<file path="config.mk">
export PLATFORM = sky130hd
export DESIGN_NAME = pc_gen
export DESIGN_NICKNAME = d
export VERILOG_FILES = /design/src/rtl/pc_gen_pkg.sv /design/src/rtl/pc_redir_arb.sv /design/src/rtl/pc_gen.sv
export SDC_FILE = /design/constraint.sdc
export NUM_CORES = 1
export LEC_CHECK = 0
export ABC_AREA = 1
export BUFFER_PORTS_ARGS = -buffer_cell sky130_fd_sc_hd__buf_4
export CORE_UTILIZATION = 46
export CTS_CLUSTER_DIAMETER = 30
export DETAILED_ROUTE_END_ITERATION = 10
export PLACE_DENSITY = 0.79
export SLEW_MARGIN = 20
export SYNTH_ARGS = -nofsm -noshare
export SYNTH_HDL_FRONTEND = slang
export SYNTH_HIERARCHICAL = 1
export SYNTH_SLANG_ARGS = --single-unit
</file>
<file path="constraint.sdc">
create_clock -name clk -period 1.8 [get_ports clk]
set_input_delay 0.27 -clock clk [delete_from_list [all_inputs] [get_ports clk]]
set_output_delay 0.27 -clock clk [all_outputs]
set_load 0.005 [all_outputs]
</file>
<file path="src/rtl/pc_gen_pkg.sv">
// Shared types and constants for the rooth fetch PC generator.
// Build switch: define ROOTH_RVC_EN for compressed-instruction support (+2 step, halfword-aligned redirects).
package pc_gen_pkg;

   localparam int FLOW_WIDTH = 2;

   localparam logic [FLOW_WIDTH-1:0] FLOW_WORK    = 2'd0;
   localparam logic [FLOW_WIDTH-1:0] FLOW_STOP    = 2'd1;
   localparam logic [FLOW_WIDTH-1:0] FLOW_REFRESH = 2'd2;

   typedef enum logic [1:0] {
      PCG_BOOT = 2'd0,
      PCG_RUN  = 2'd1,
      PCG_HALT = 2'd2
   } pcg_state_e;

   // Any code that is neither WORK nor STOP restarts fetch from the reset vector.
   function automatic logic flow_is_refresh(input logic [FLOW_WIDTH-1:0] flow);
      return (flow != FLOW_WORK) && (flow != FLOW_STOP);
   endfunction

endpackage

</file>
<file path="src/rtl/pc_redir_arb.sv">
// Fixed-priority redirect arbiter: channel 0 wins, target is aligned before use.
// Build switch: ROOTH_RVC_EN clears only bit 0 of the target, otherwise bits [1:0].
module pc_redir_arb #(
   parameter int XLEN      = 32,
   parameter int NUM_REDIR = 3
) (
   input  logic [NUM_REDIR-1:0]      redir_valid_i,
   input  logic [NUM_REDIR*XLEN-1:0] redir_pc_i,
   output logic [NUM_REDIR-1:0]      grant_o,
   output logic                      any_o,
   output logic [XLEN-1:0]           target_o
);

   always_comb begin
      grant_o  = '0;
      target_o = '0;
      // Walk from the lowest priority up so the lowest set index is written last.
      for (int k = NUM_REDIR - 1; k >= 0; k--) begin
         if (redir_valid_i[k]) begin
            grant_o    = '0;
            grant_o[k] = 1'b1;
            target_o   = redir_pc_i[k*XLEN +: XLEN];
         end
      end
`ifdef ROOTH_RVC_EN
      target_o[0] = 1'b0;
`else
      target_o[1:0] = 2'b00;
`endif
   end

   assign any_o = |redir_valid_i;

endmodule

</file>
<file path="src/rtl/pc_gen.sv">
// Fetch program-counter generator with boot hold and debug halt/resume.
// Build switch: ROOTH_RVC_EN adds inst_len16_i and the +2 sequential step.
//
// state    | meaning
// PCG_BOOT | boot hold after reset/JTAG reset, PC parked at RESET_VEC, no fetch offered
// PCG_RUN  | fetching, PC advances on handshake or is redirected
// PCG_HALT | debug halt, no fetch, debugger may write PC through a redirect
module pc_gen
   import pc_gen_pkg::*;
#(
   parameter int              XLEN      = 32,
   parameter logic [XLEN-1:0] RESET_VEC = '0,
   parameter int              NUM_REDIR = 3,
   parameter int              BOOT_HOLD = 4
) (
   input  logic                      clk,
   input  logic                      rst,
   input  logic                      jtag_reset_flag_i,
   input  logic [FLOW_WIDTH-1:0]     flow_pc_i,
   input  logic [NUM_REDIR-1:0]      redir_valid_i,
   input  logic [NUM_REDIR*XLEN-1:0] redir_pc_i,
`ifdef ROOTH_RVC_EN
   input  logic                      inst_len16_i,
`endif
   input  logic                      halt_req_i,
   input  logic                      resume_req_i,
   input  logic                      pc_ready_i,
   output logic                      pc_valid_o,
   output logic [XLEN-1:0]           curr_pc_o,
   output logic [NUM_REDIR-1:0]      redir_taken_o,
   output logic                      halted_o
);

   localparam int CW = (BOOT_HOLD > 1) ? $clog2(BOOT_HOLD) : 1;
   localparam logic [CW-1:0] BOOT_LOAD = CW'(BOOT_HOLD - 1);

   pcg_state_e           state_q, state_d;
   logic [XLEN-1:0]      pc_q, pc_d;
   logic [NUM_REDIR-1:0] taken_q, taken_d;
   logic [CW-1:0]        boot_cnt_q, boot_cnt_d;

   logic [NUM_REDIR-1:0] redir_grant;
   logic                 redir_any;
   logic [XLEN-1:0]      redir_target;
   logic [XLEN-1:0]      step;

   pc_redir_arb #(
      .XLEN      (XLEN),
      .NUM_REDIR (NUM_REDIR)
   ) u_redir_arb (
      .redir_valid_i (redir_valid_i),
      .redir_pc_i    (redir_pc_i),
      .grant_o       (redir_grant),
      .any_o         (redir_any),
      .target_o      (redir_target)
   );

   always_comb begin
`ifdef ROOTH_RVC_EN
      step = inst_len16_i ? XLEN'(2) : XLEN'(4);
`else
      step = XLEN'(4);
`endif
   end

   always_ff @(posedge clk) begin
      if (rst) begin
         state_q    <= PCG_BOOT;
         pc_q       <= RESET_VEC;
         taken_q    <= '0;
         boot_cnt_q <= BOOT_LOAD;
      end else begin
         state_q    <= state_d;
         pc_q       <= pc_d;
         taken_q    <= taken_d;
         boot_cnt_q <= boot_cnt_d;
      end
   end

   always_comb begin
      state_d    = state_q;
      pc_d       = pc_q;
      taken_d    = '0;
      boot_cnt_d = boot_cnt_q;
      case (state_q)
         PCG_BOOT: begin
            if (jtag_reset_flag_i) begin
               pc_d       = RESET_VEC;
               boot_cnt_d = BOOT_LOAD;
            end else if (boot_cnt_q == '0) begin
               state_d = PCG_RUN;
            end else begin
               boot_cnt_d = boot_cnt_q - 1'b1;
            end
         end
         PCG_RUN: begin
            if (jtag_reset_flag_i) begin
               state_d    = PCG_BOOT;
               pc_d       = RESET_VEC;
               boot_cnt_d = BOOT_LOAD;
            end else if (flow_is_refresh(flow_pc_i)) begin
               pc_d = RESET_VEC;
            end else if (redir_any) begin
               pc_d    = redir_target;
               taken_d = redir_grant;
            end else if (flow_pc_i == FLOW_STOP) begin
               pc_d = pc_q;
            end else if (halt_req_i) begin
               state_d = PCG_HALT;
            end else if (pc_ready_i) begin
               pc_d = pc_q + step;
            end
         end
         PCG_HALT: begin
            if (jtag_reset_flag_i) begin
               state_d    = PCG_BOOT;
               pc_d       = RESET_VEC;
               boot_cnt_d = BOOT_LOAD;
            end else begin
               if (redir_any) begin
                  pc_d    = redir_target;
                  taken_d = redir_grant;
               end
               // Resume beats a still-asserted halt request.
               if (resume_req_i) state_d = PCG_RUN;
            end
         end
         default: begin
            state_d    = PCG_BOOT;
            pc_d       = RESET_VEC;
            boot_cnt_d = BOOT_LOAD;
         end
      endcase
   end

   always_comb begin
      pc_valid_o    = (state_q == PCG_RUN);
      halted_o      = (state_q == PCG_HALT);
      curr_pc_o     = pc_q;
      redir_taken_o = taken_q;
   end

endmodule

</file>
==> impl_metrics.ini <==
[grt]
grt_pass1_wl_um = 22100
grt.total_usage_pct = 32.4
grt_antenna_before_repair = 0
grt_overflow_total = 0
grt_pass1_vias = 4729
grt_start_max_net_pins = 34

[clock_network]
htreeDepth = 2
cts_root_buffer = clkbuf_8
clk_latency_ns = 0.31
clk_path_buf_depth = 2
path_clk_slew_ns = 0.08
cts_sinks = 39
numCtsBuffers = 5
cts_tree = built

[worst_hold_path]
holdPathEnd = redir_taken_o[2]$_SDFF_PP0_
hp-start = redir_valid_i[2]
hold_path_depth = 4
hp-class = in2reg

[synth]
ys_seq_area_share_pct = 20.5
synth.area.top_cells = nand2_1 22%, dfxtp_1 21%, nand3_1 13%
syn_inst = 656
synthArstFlopShare_pct = 0
synth_cell_type_count = 41
synth_area_sq_um = 3800
synth_edf_count = 0
ys_ff_latch = 39
synth_top_area_share_pct = 21.7
synth_top_area_cell = nand2_1
ys.flop_type = dfxtp_1
syn_avg_cell_area_sq_um = 5.80
yosysWarnings = 6

[worst_setup_path]
start_kind = register
required_ns = 2.03
endpoint_kind = register
cp_cell_sequence = buf_4, ha_4, nand2_4, inv_2, nand2_4, inv_2, a21oi_4, nand2_2, buf_4, a211o_1, a21oi_2
path_buf_inv = 4
r2r_cells = 11
ff2ff_setup_slack_ns = 0.1
path_depth = 11
cpMaxStageDelayCell = dfxtp_2
cp_top_family = compound AO/OA/AOI/OAI gates
arrival_ns = 1.93
max_stage_delay_ns = 0.33
r2r_end = curr_pc_o[10]$_SDFFE_PP0P_
path_class = reg2reg
crit_path_max_fanout = 3
reg2reg_from = state_q[0]$_SDFFE_PP0P_

[sta]
setup_ws_ns = 0.0967
rsz0062_at_grt = true
setup-tns-final_ns = 0
final.period_utilization_pct = 94.6
drv_slew = 0
clock_skew_ns = 0.0132
holdWs_ns = 0.369
setup_viol = 0
fmax_mhz = 587
period_minus_slack_ns = 1.70
finalHoldViolCount = 0

[floorplanning]
dieWidth_um = 92.9
die_h_um = 92.9
core_sq_um = 7850
start_util_pct = 48.5
rows = 32
die_area_sq_um = 8630
ios = 144

[placement]
port_buffers = 137
routabilityCongestion = 0.950
hpwl_um = 10700
detailedPlace.worstSlack_ns = -0.146

[detailed_routing]
wl_um = 14100
drtIter0Drc = 336
dr.pass1.iters = 5
drcViolationCount = 0
vias_per_cell = 5.51
wl_per_cell_um = 15.3
ant_nets = 0
num_vias = 5085

[pwr]
p_int_mw = 1.94
power.leakage_nw = 2.37
power_mw = 3.13
p_seq_share_pct = 31.4
pwr-share-comb_pct = 46.5
p_sw_mw = 1.20
clkPwrFrac_pct = 22.1
swShare_pct = 38.2
vdd_ir_drop_max_mv = 0.593
power_density_nw_per_um2 = 580

[cells_and_area]
post-route-util_pct = 68.8
nets = 933
drive_gt1_share_pct = 32.5
nFillCells = 708
mostFrequentLayoutCell = nand2_1
areaGrowthSynthToFinish_pct = 42.0
layout_common_cells = 216 x nand2_1, 187 x buf_4, 101 x nand3_1
diodes = 0

[run]
max-cap-violations = 0

[outcome]
status = complete, no violations
==> how the worst max path moves through the flow <==
stage	start	endpoint	slack, ns
after floorplan	redir_valid_i[0]	curr_pc_o[15]$_SDFFE_PP0P_	0.05
after global placement	state_q[0]$_SDFFE_PP0P_	curr_pc_o[16]$_SDFFE_PP0P_	-0.04
after detailed placement	state_q[0]$_SDFFE_PP0P_	curr_pc_o[16]$_SDFFE_PP0P_	-0.15
after CTS	state_q[0]$_SDFFE_PP0P_	curr_pc_o[10]$_SDFFE_PP0P_	0.007
after global routing	state_q[0]$_SDFFE_PP0P_	curr_pc_o[10]$_SDFFE_PP0P_	-0.05
final	state_q[0]$_SDFFE_PP0P_	curr_pc_o[10]$_SDFFE_PP0P_	0.1
==> cells by family after synthesis <==
family | synth area share [%]
compound gates | 13.9
other cells | 0.0986
fa+ha+maj | 1.97
buf+inv | 11.6
simple gates | 50.5
flops | 20.5
xor+xnor | 1.38
==> worst reg2reg max path, stage by stage, from the launching register on <==
cell and delay [ns]:
dfxtp_2 0.33, buf_4 0.14, ha_4 0.16, nand2_4 0.07, inv_2 0.05, nand2_4 0.05
inv_2 0.05, a21oi_4 0.19, nand2_2 0.10, buf_4 0.15, a211o_1 0.24, a21oi_2 0.11
==> metal layers <==
metal  vias to the layer above  share of wire [%]  track usage, %
met4                         0                3.8            13.2
met1                      2321                 40            38.4
met5                         -                  0               0
met2                       233                 48            57.2
met3                        39                7.5            5.58
li1                       2492                  -               -
==> synthesized netlist by cell type, drive strengths merged (3+ instances only) <==
cell	count
o211ai	6
dfxtp	39
nand3	112
inv	48
nand2	226
nand3b	4
nor3	9
nor2	59
clkbuf	8
a21oi	48
xor2	3
ha	6
buf	26
o21ai	36
xnor2	3
nand4	11
==> final cells by class <==
type	instances	area (sq um)	share of cell area [%]
multi-input combinational	534	2690	49.8
timing repair buffer	191	1480	27.5
sequential	39	802	14.9
inverter	49	195	3.61
tap	102	128	2.36
clock buffer	7	96.3	1.78
clock inverter	1	7.51	0.139
==> per-stage QoR <==
stage	cell area, sq um	cells
final	5400	923
after global routing	5400	923
after CTS	5230	918
after detailed placement	5120	910
after global placement	5120	910
after floorplan	3810	657
==> power groups by stage <==
stage	registers [mW]	clock network [mW]	logic (mW)
6_report	0.984	0.692	1.46
5_1_grt	0.995	0.732	1.57
4_1_cts	0.980	0.698	1.35
3_5_place_dp	0.999	0	1.33
3_3_place_gp	0.995	0	1.30
2_1_floorplan	0.997	0	0.740
==> sequential cells by signal, summed over array words and instances (netlist names) <==
name and flops:
redir_taken_o 3, state_q 2, curr_pc_o 32, boot_cnt_q 2
==> timing repair <==
item	in CTS	in global routing
endpoints found under the setup margin	30	31
gates resized for setup	3	44
buffers inserted	0	5
pin swaps	0	9
hold buffers	0	0
No activity file was read; power rests on OpenSTA's default activity.
